==> config.mk <==
export PLATFORM = sky130hd
export DESIGN_NAME = pong_score_counter_flat
export DESIGN_NICKNAME = d
export VERILOG_FILES = /design/src/rtl/pong_score_counter_if.sv /design/src/rtl/pong_score_counter.sv /design/src/flat_wrapper.sv
export SDC_FILE = /design/constraint.sdc
export NUM_CORES = 1
export LEC_CHECK = 0
export CAP_MARGIN = 0
export CORE_MARGIN = 1
export CORE_UTILIZATION = 48
export DETAILED_ROUTE_END_ITERATION = 10
export GPL_TIMING_DRIVEN = 0
export MAX_ROUTING_LAYER = met4
export PLACE_DENSITY = 0.77
export RECOVER_POWER = 100
export SLEW_MARGIN = 20
export SYNTH_ARGS = -nofsm -noshare
export SYNTH_HDL_FRONTEND = slang
export SYNTH_SLANG_ARGS = --single-unit
==> constraint.sdc <==
create_clock -name i_Clk -period 1.75 [get_ports i_Clk]
set_input_delay 0.4375 -clock i_Clk [delete_from_list [all_inputs] [get_ports i_Clk]]
set_output_delay 0.4375 -clock i_Clk [all_outputs]
set_load 0.02 [all_outputs]
==> src/rtl/pong_score_counter_if.sv <==
// Game-logic side of the pong score keeper: point levels and clear in,
// BCD digits and game status out.
interface pong_score_counter_if;
  logic       i_P1_Point;
  logic       i_P2_Point;
  logic       i_Clear;
  logic [3:0] o_P1_Tens;
  logic [3:0] o_P1_Ones;
  logic [3:0] o_P2_Tens;
  logic [3:0] o_P2_Ones;
  logic       o_Score_Strobe;
  logic       o_Game_Over;
  logic       o_Winner;

  modport master (
    output i_P1_Point, i_P2_Point, i_Clear,
    input  o_P1_Tens, o_P1_Ones, o_P2_Tens, o_P2_Ones,
    input  o_Score_Strobe, o_Game_Over, o_Winner
  );

  modport slave (
    input  i_P1_Point, i_P2_Point, i_Clear,
    output o_P1_Tens, o_P1_Ones, o_P2_Tens, o_P2_Ones,
    output o_Score_Strobe, o_Game_Over, o_Winner
  );
endinterface

==> src/rtl/pong_score_counter.sv <==
// Two-player BCD score keeper: counts rising edges of the point levels,
// detects the winning score and latches game over until clear or reset.
module pong_score_counter #(
  parameter int WIN_SCORE = 11
) (
  input logic             i_Clk,
  input logic             i_Rst_n,
  pong_score_counter_if.slave bus
);

  generate
    if (WIN_SCORE < 1 || WIN_SCORE > 99) begin : g_bad_win_score
      $error("pong_score_counter: WIN_SCORE must be in 1..99");
    end
  endgenerate

  localparam logic [7:0] WIN_BCD = {4'(WIN_SCORE / 10), 4'(WIN_SCORE % 10)};

  typedef enum logic {
    PLAY      = 1'b0,
    GAME_OVER = 1'b1
  } state_e;

  state_e     state_q, state_d;
  logic       p1_prev_q, p1_prev_d;
  logic       p2_prev_q, p2_prev_d;
  logic       p1_seen_low_q, p1_seen_low_d;
  logic       p2_seen_low_q, p2_seen_low_d;
  logic [7:0] p1_score_q, p1_score_d;
  logic [7:0] p2_score_q, p2_score_d;
  logic       strobe_q, strobe_d;
  logic       winner_q, winner_d;

  logic       p1_event, p2_event;
  logic [7:0] p1_inc, p2_inc;
  logic       p1_win, p2_win;

  // Scores stay at or below WIN_SCORE, so the tens digit never carries past 9.
  function automatic logic [7:0] bcd_inc(input logic [7:0] v);
    logic [7:0] r;
    if (v[3:0] == 4'd9) r = {4'(v[7:4] + 4'd1), 4'd0};
    else                r = {v[7:4], 4'(v[3:0] + 4'd1)};
    return r;
  endfunction

  // A level held high through reset must be seen low before it can score.
  always_comb begin
    p1_event      = bus.i_P1_Point & ~p1_prev_q & p1_seen_low_q;
    p2_event      = bus.i_P2_Point & ~p2_prev_q & p2_seen_low_q;
    p1_prev_d     = bus.i_P1_Point;
    p2_prev_d     = bus.i_P2_Point;
    p1_seen_low_d = p1_seen_low_q | ~bus.i_P1_Point;
    p2_seen_low_d = p2_seen_low_q | ~bus.i_P2_Point;
    p1_inc        = bcd_inc(p1_score_q);
    p2_inc        = bcd_inc(p2_score_q);
    p1_win        = p1_event && (p1_inc == WIN_BCD);
    p2_win        = p2_event && (p2_inc == WIN_BCD);
  end

  always_ff @(posedge i_Clk) begin
    if (!i_Rst_n) state_q <= PLAY;
    else          state_q <= state_d;
  end

  always_comb begin
    state_d = state_q;
    if (bus.i_Clear)                              state_d = PLAY;
    else if (state_q == PLAY && (p1_win || p2_win)) state_d = GAME_OVER;
  end

  // Player 1 takes the win when both reach the winning score together.
  always_comb begin
    p1_score_d = p1_score_q;
    p2_score_d = p2_score_q;
    strobe_d   = 1'b0;
    winner_d   = winner_q;
    if (bus.i_Clear) begin
      p1_score_d = 8'd0;
      p2_score_d = 8'd0;
      winner_d   = 1'b0;
      strobe_d   = (p1_score_q != 8'd0) || (p2_score_q != 8'd0);
    end else if (state_q == PLAY) begin
      if (p1_event) p1_score_d = p1_inc;
      if (p2_event) p2_score_d = p2_inc;
      strobe_d = p1_event | p2_event;
      if (p1_win)      winner_d = 1'b0;
      else if (p2_win) winner_d = 1'b1;
    end
  end

  always_ff @(posedge i_Clk) begin
    if (!i_Rst_n) begin
      p1_prev_q     <= 1'b0;
      p2_prev_q     <= 1'b0;
      p1_seen_low_q <= 1'b0;
      p2_seen_low_q <= 1'b0;
      p1_score_q    <= 8'd0;
      p2_score_q    <= 8'd0;
      strobe_q      <= 1'b0;
      winner_q      <= 1'b0;
    end else begin
      p1_prev_q     <= p1_prev_d;
      p2_prev_q     <= p2_prev_d;
      p1_seen_low_q <= p1_seen_low_d;
      p2_seen_low_q <= p2_seen_low_d;
      p1_score_q    <= p1_score_d;
      p2_score_q    <= p2_score_d;
      strobe_q      <= strobe_d;
      winner_q      <= winner_d;
    end
  end

  always_comb begin
    bus.o_P1_Tens      = p1_score_q[7:4];
    bus.o_P1_Ones      = p1_score_q[3:0];
    bus.o_P2_Tens      = p2_score_q[7:4];
    bus.o_P2_Ones      = p2_score_q[3:0];
    bus.o_Score_Strobe = strobe_q;
    bus.o_Game_Over    = (state_q == GAME_OVER);
    bus.o_Winner       = winner_q;
  end

endmodule

==> src/flat_wrapper.sv <==
// flat-port wrapper written by rule: the top's interface ports become plain ports
module pong_score_counter_flat 
#(
  parameter int WIN_SCORE = 11
)
  (i_Clk, i_Rst_n, bus_i_P1_Point, bus_i_P2_Point, bus_i_Clear, bus_o_P1_Tens, bus_o_P1_Ones, bus_o_P2_Tens, bus_o_P2_Ones, bus_o_Score_Strobe, bus_o_Game_Over, bus_o_Winner);
  pong_score_counter_if bus_i ();
  input logic i_Clk;
  input logic i_Rst_n;
  input wire logic [$bits(bus_i.i_P1_Point)-1:0] bus_i_P1_Point;
  input wire logic [$bits(bus_i.i_P2_Point)-1:0] bus_i_P2_Point;
  input wire logic [$bits(bus_i.i_Clear)-1:0] bus_i_Clear;
  output wire logic [$bits(bus_i.o_P1_Tens)-1:0] bus_o_P1_Tens;
  output wire logic [$bits(bus_i.o_P1_Ones)-1:0] bus_o_P1_Ones;
  output wire logic [$bits(bus_i.o_P2_Tens)-1:0] bus_o_P2_Tens;
  output wire logic [$bits(bus_i.o_P2_Ones)-1:0] bus_o_P2_Ones;
  output wire logic [$bits(bus_i.o_Score_Strobe)-1:0] bus_o_Score_Strobe;
  output wire logic [$bits(bus_i.o_Game_Over)-1:0] bus_o_Game_Over;
  output wire logic [$bits(bus_i.o_Winner)-1:0] bus_o_Winner;
  assign bus_i.i_P1_Point = bus_i_P1_Point;
  assign bus_i.i_P2_Point = bus_i_P2_Point;
  assign bus_i.i_Clear = bus_i_Clear;
  assign bus_o_P1_Tens = bus_i.o_P1_Tens;
  assign bus_o_P1_Ones = bus_i.o_P1_Ones;
  assign bus_o_P2_Tens = bus_i.o_P2_Tens;
  assign bus_o_P2_Ones = bus_i.o_P2_Ones;
  assign bus_o_Score_Strobe = bus_i.o_Score_Strobe;
  assign bus_o_Game_Over = bus_i.o_Game_Over;
  assign bus_o_Winner = bus_i.o_Winner;
  pong_score_counter #(.WIN_SCORE(WIN_SCORE)) u_core (.i_Clk(i_Clk), .i_Rst_n(i_Rst_n), .bus(bus_i));
endmodule
# [Yosys cells after proc, flatten, opt, wreduce, memory -nomap -nowiden]
# Index checks and enable logic that the tools add are counted.
# W data, S select, Z words.
[word_totals] n_memories=0 output_inout_bits=19 ram_bits=0 reg_bits=23 latch_bits=0 inputBits=5 word_cells=48 romBits=0
[classes] muxes=6 bitwise=13 shift=0 n_div=0 magnitude_cmp=0 n_eq_ne=4 n_addsub=4 reduce_logical=12 n_mul=0
[op_table] op="$add A4 B1 Y4 const B" n=4
[op_table] op="$eq A8 B5 Y1 const B" n=2
[op_table] op="$mux W8" n=2
[op_table] op="$reduce_bool A8 Y1" n=2
[op_table] op="$eq A4 B4 Y1 const B" n=2
[op_table] op="$not A1 Y1" n=6
[op_table] op="$reduce_and A2 Y1" n=3
[op_table] op="$and A1 B1 Y1" n=4
[op_table] op="$mux W1" n=4
[op_table] op="$logic_and A1 B1 Y1" n=3
[op_table] op="$or A1 B1 Y1" n=3
[op_table] op="$logic_or A1 B1 Y1" n=2
[op_table] op="$reduce_bool A2 Y1" n=1
[op_table] op="$reduce_or A2 Y1" n=1

# [Depth between registers and ports, before layout]
[logic_depth] word_depth=6 depth_mapped=5

# [Least setup slack after synthesis]
# No wires, ideal clock.
[synth_timing] kind="register -> register" from="register u_core.p1_score_q[0]" to="register u_core.winner_q (netlist: u_core.bus.o_Winner)" n_path_buf=0 synth_period_minus_slack_ns=1.555 slack_ns=0.195 path_stages_with_launch=5 t_arrival_ns=1.436 path_cell_list="dfxtp_1 > or4_1 > nor3_2 > nand4_1 > o221a_1"
[synth_via] elab_chain_cells=6 word_cells_on_any_way=8
[synth_rtl] item="from (decl)" line_no="pong_score_counter.sv:29" rtl="logic [7:0] p1_score_q, p1_score_d;"
[synth_rtl] item="from (signal assigned)" line_no="pong_score_counter.sv:106" rtl="p1_score_q <= p1_score_d;"
[synth_rtl] item="$add A4 B1 Y4 / $eq A4 B4 Y1 (equally long branches)" line_no="pong_score_counter.sv:42, pong_score_counter.sv:41"
[synth_rtl] item="$mux W8 *" line_no="pong_score_counter.sv:41" rtl="if (v[3:0] == 4'd9) r = {4'(v[7:4] + 4'd1), 4'd0};"
[synth_rtl] item="$eq A8 B5 Y1 *" line_no="pong_score_counter.sv:56" rtl="p1_win = p1_event && (p1_inc == WIN_BCD);"
[synth_rtl] item="$logic_and A1 B1 Y1 *" line_no="pong_score_counter.sv:56"
[synth_rtl] item="$reduce_bool A2 Y1 (no source line)"
[synth_rtl] item="$reduce_and A2 Y1 (no source line)"
[synth_rtl] item="to (signal assigned)" line_no="pong_score_counter.sv:109" rtl="winner_q <= winner_d;"
[synth_rtl] item="to (decl)" line_no="pong_score_counter.sv:32" rtl="logic winner_q, winner_d;"
# Every way passes the cells marked *; elsewhere a longest branch is shown, timed or not.
# A chain may end at the register's enable or synchronous reset.

# [Worst setup path after layout]
[layout_timing] from="register u_core.strobe_q (netlist: u_core.bus.o_Score_Strobe)" to="output bus_o_Score_Strobe"
[layout_lines] item="from (decl)" line_no="pong_score_counter.sv:31" rtl="logic strobe_q, strobe_d;"
[layout_lines] item="from (signal assigned)" line_no="pong_score_counter.sv:108" rtl="strobe_q <= strobe_d;"
[layout_lines] item="to (decl)" line_no="flat_wrapper.sv:17" rtl="output wire logic [$bits(bus_i.o_Score_Strobe)-1:0] bus_o_Score_Strobe;"
# No word-level cell between the ends.

==> impl_metrics.py <==
metrics = {
    "cells_and_area": {
        "fin_area_sq_um": 1350,
        "num_antenna_cells": 0,
        "layout-drive-gt1-share_pct": 8.11,
        "regArea_sq_um": 460,
        "multi_input_area_sq_um": 578,
        "nets": 158,
        "postLayoutCoreUtil_pct": 65.9,
        "fill_cells": 188,
        "syn_to_final_growth_pct": 25.1,
    },
    "synth": {
        "ys_ff_latch": 23,
        "synthCells": 121,
        "syn_area_sq_um": 1070,
        "syn_avg_cell_area_sq_um": 8.88,
        "synthesis.nets": 130,
        "synth-seq-area-share_pct": 42.8,
        "ys_types": 31,
        "synth-warning-count": 0,
    },
    "timing": {
        "tns_ns": 0,
        "hold_viol": 0,
        "slew_viol_final": 0,
        "setup_slack_ns": 0.0918,
        "finalSetupViolations": 0,
        "fin_crit_ns": 1.66,
        "rsz0062_at_grt": "false",
        "min_period_over_period_pct": 94.8,
        "worst_slew_pin_slew_ns": 0.372,
        "skew_ns": 0.00838,
        "slew_headroom_pct": 75.0,
        "fmax_mhz": 603,
    },
    "global_routing": {
        "busiest_layer": "met2",
        "track_usage_pct": 19.1,
        "met3_usage_pct": 3.74,
        "groute.layer.met1.usage_pct": 24.5,
        "globalRouteOverflowTotal": 0,
        "grt_pass1_wl_um": 3370,
        "met2_usage_pct": 28.1,
        "antenna_found_initial": 0,
        "grt_max_degree": 14,
        "grt_pass1_vias": 760,
    },
    "floorplanning": {
        "rows": 16,
        "die_area_sq_um": 2430,
        "dieHeight_um": 49.3,
        "io_pins": 24,
        "start_util_pct": 52.6,
        "coreArea_sq_um": 2040,
        "die_w_um": 49.3,
    },
    "routing": {
        "firstDrtPassIters": 4,
        "drtIter0Drc": 12,
        "avgRoutedWirePerCell_um": 11.4,
        "vias": 891,
        "drt-vias-per-instance": 5.09,
        "ant_nets": 0,
        "route.detailed.drc": 0,
        "drt-total-wl_um": 1990,
    },
    "worst_setup_path": {
        "critPathSlowestCell": "clkdlybuf4s50_1",
        "path_class": "register to output pin",
        "cp_max_fo": 1,
        "critPathArrivalTime_ns": 1.22,
        "cp_top_family": "buffers and inverters",
        "crit_start": "u_core.bus.o_Score_Strobe$_SDFF_PN0_",
        "cp-start-kind": "register",
        "worstPathRequired_ns": 1.31,
        "path_cells": "clkdlybuf4s50_1",
        "crit_buf_inv": 1,
        "slowest_delay_ns": 0.59,
        "endpoint_kind": "output pin",
        "worstReg2RegStart": "u_core.p1_score_q[0]$_SDFFE_PP0P_",
    },
    "status": {
        "status": "finished clean",
    },
    "placement": {
        "post-place-ws_ns": -0.296,
        "numPortBuffers": 23,
        "place.detailed.hpwl_um": 1470,
        "gp_congestion": 0.687,
        "place_area_sq_um": 1340,
    },
    "clocking": {
        "clkLatencyLatePin_ns": 0.32,
        "cts_tree": "done",
        "path_clk_slew_ns": 0.12,
        "htree_levels": 1,
        "cts_made_buffers": 3,
        "cts-root-buf": "clkbuf_4",
        "clock_sinks": 23,
        "clock_path_buffers": 2,
        "cts_hold_buf": 0,
    },
    "power": {
        "p_leak_nw": 0.596,
        "ir_worst_vdd_uv": 416,
        "pwr_density_cell_nw_per_um2": 626,
    },
    "worst_hold_path": {
        "min_from": "bus_i_P2_Point",
        "worstHoldPathType": "input pin to register",
    },
    "run": {
        "cap_viol_max_count": 0,
    },
}
-- sequential cells by signal, summed over array words and instances (netlist names) --
name                       cells
u_core.p1_score_q              8
u_core.bus.o_Score_Strobe      1
u_core.p2_seen_low_q           1
u_core.p2_score_q              8
u_core.p2_prev_q               1
u_core.bus.o_Winner            1
u_core.p1_prev_q               1
u_core.bus.o_Game_Over         1
u_core.p1_seen_low_q           1
-- cell usage in the layout, fill, tap and decap left out, drive strengths merged, types with 2 or more instances in the layout --
cell / instances
clkdlybuf4s50: 3
nor2b: 7
nand2: 9
mux2i: 3
dlygate4sd2: 17
clkbuf: 7
and2: 2
inv: 7
dfxtp: 23
o21ai: 3
ha: 4
and3: 2
or3: 3
nand3: 7
a31oi: 3
a21boi: 2
nand4: 3
nand2b: 2
and4bb: 3
xnor2: 4
nor2: 17
xor2: 5
a21oi: 2
-- synthesized netlist by cell type (all sizes together) --
cell type	instances	area, sq um
nand4	3	18.8
and2	2	12.5
inv	7	26.3
or4	1	7.51
and3b	1	8.76
nor2	17	63.8
nand2b	2	12.5
o221a	1	11.3
buf	1	7.51
nor4	1	6.26
nor3	1	10.0
clkbuf	2	7.51
mux2i	3	30.0
o311ai	1	8.76
and4bb	3	41.3
nand3	7	35.0
xnor2	4	35.0
a21oi	2	10.0
a41oi	1	8.76
dfxtp	23	460
xor2	5	43.8
ha	4	50.1
or3	3	18.8
a21boi	2	15.0
nor2b	7	43.8
and3	2	13.8
nand2	9	33.8
a31oi	3	18.8
o21ai	3	15.0
-- power breakdown --
group | internal [mW] | switching (mW) | leakage, nW | total (mW)
combinational | 0.0276 | 0.0280 | 0.391 | 0.0556
sequential | 0.532 | 0.00553 | 0.187 | 0.538
clock | 0.0855 | 0.163 | 0.0177 | 0.248
-- final cells by class --
type,count,area share [%]
repair buffers,23,15.3
inverters,7,1.95
multi-input cells,88,43.0
clock buffers,3,1.67
flip-flops and latches,23,34.2
well taps,27,2.51
plain buffers,3,1.02
clock inverters,1,0.372
-- path summary, 6_finish.rpt --
| check | endpoint | cells after the start | slack, ns |
|---|---|---|---|
| setup / recovery | bus_o_Score_Strobe | 1 | 0.09 |
| hold / removal | u_core.p2_seen_low_q$_SDFF_PN0_ | 2 | 0.40 |
| setup reg to reg | u_core.bus.o_Winner$_SDFFE_PP0P_ | 4 | 0.11 |
| hold reg to reg | u_core.p2_seen_low_q$_SDFF_PN0_ | 2 | 0.48 |
-- metal layers --
layer  vias up  part of all wire, %
met2        20                   44
li1        467                    -
met4         0                  2.1
met1       399                   48
met5         -                    0
met3         5                  4.9
-- per-stage QoR --
stage                     cells  total power, mW  hold WS, ns
final                       175            0.841        0.395
after global routing        175            0.888        0.407
after CTS                   175            0.857        0.489
after detailed placement    171            0.607        0.469
after global placement      171            0.606        0.460
after floorplan             121            0.582        0.442
-- logic make-up after synthesis --
kind of cell / count (synthesis) / share of synthesized area [%]
and+or+nand+nor: 59 / 30.4
DFF: 23 / 42.8
buffers and inverters: 10 / 3.84
muxes: 3 / 2.79
adders and majority gates: 4 / 4.66
xor gates and xnor gates: 9 / 7.33
AOI/OAI and AO/OA: 13 / 8.15
-- what timing repair did --
item | 4_1_cts | 5_1_grt
cloned | 0 | 0
gates resized for setup | 17 | 5
setup endpoints to repair | 17 | 13
buffers inserted | 0 | 0
Power figures use the tool's default switching activity.
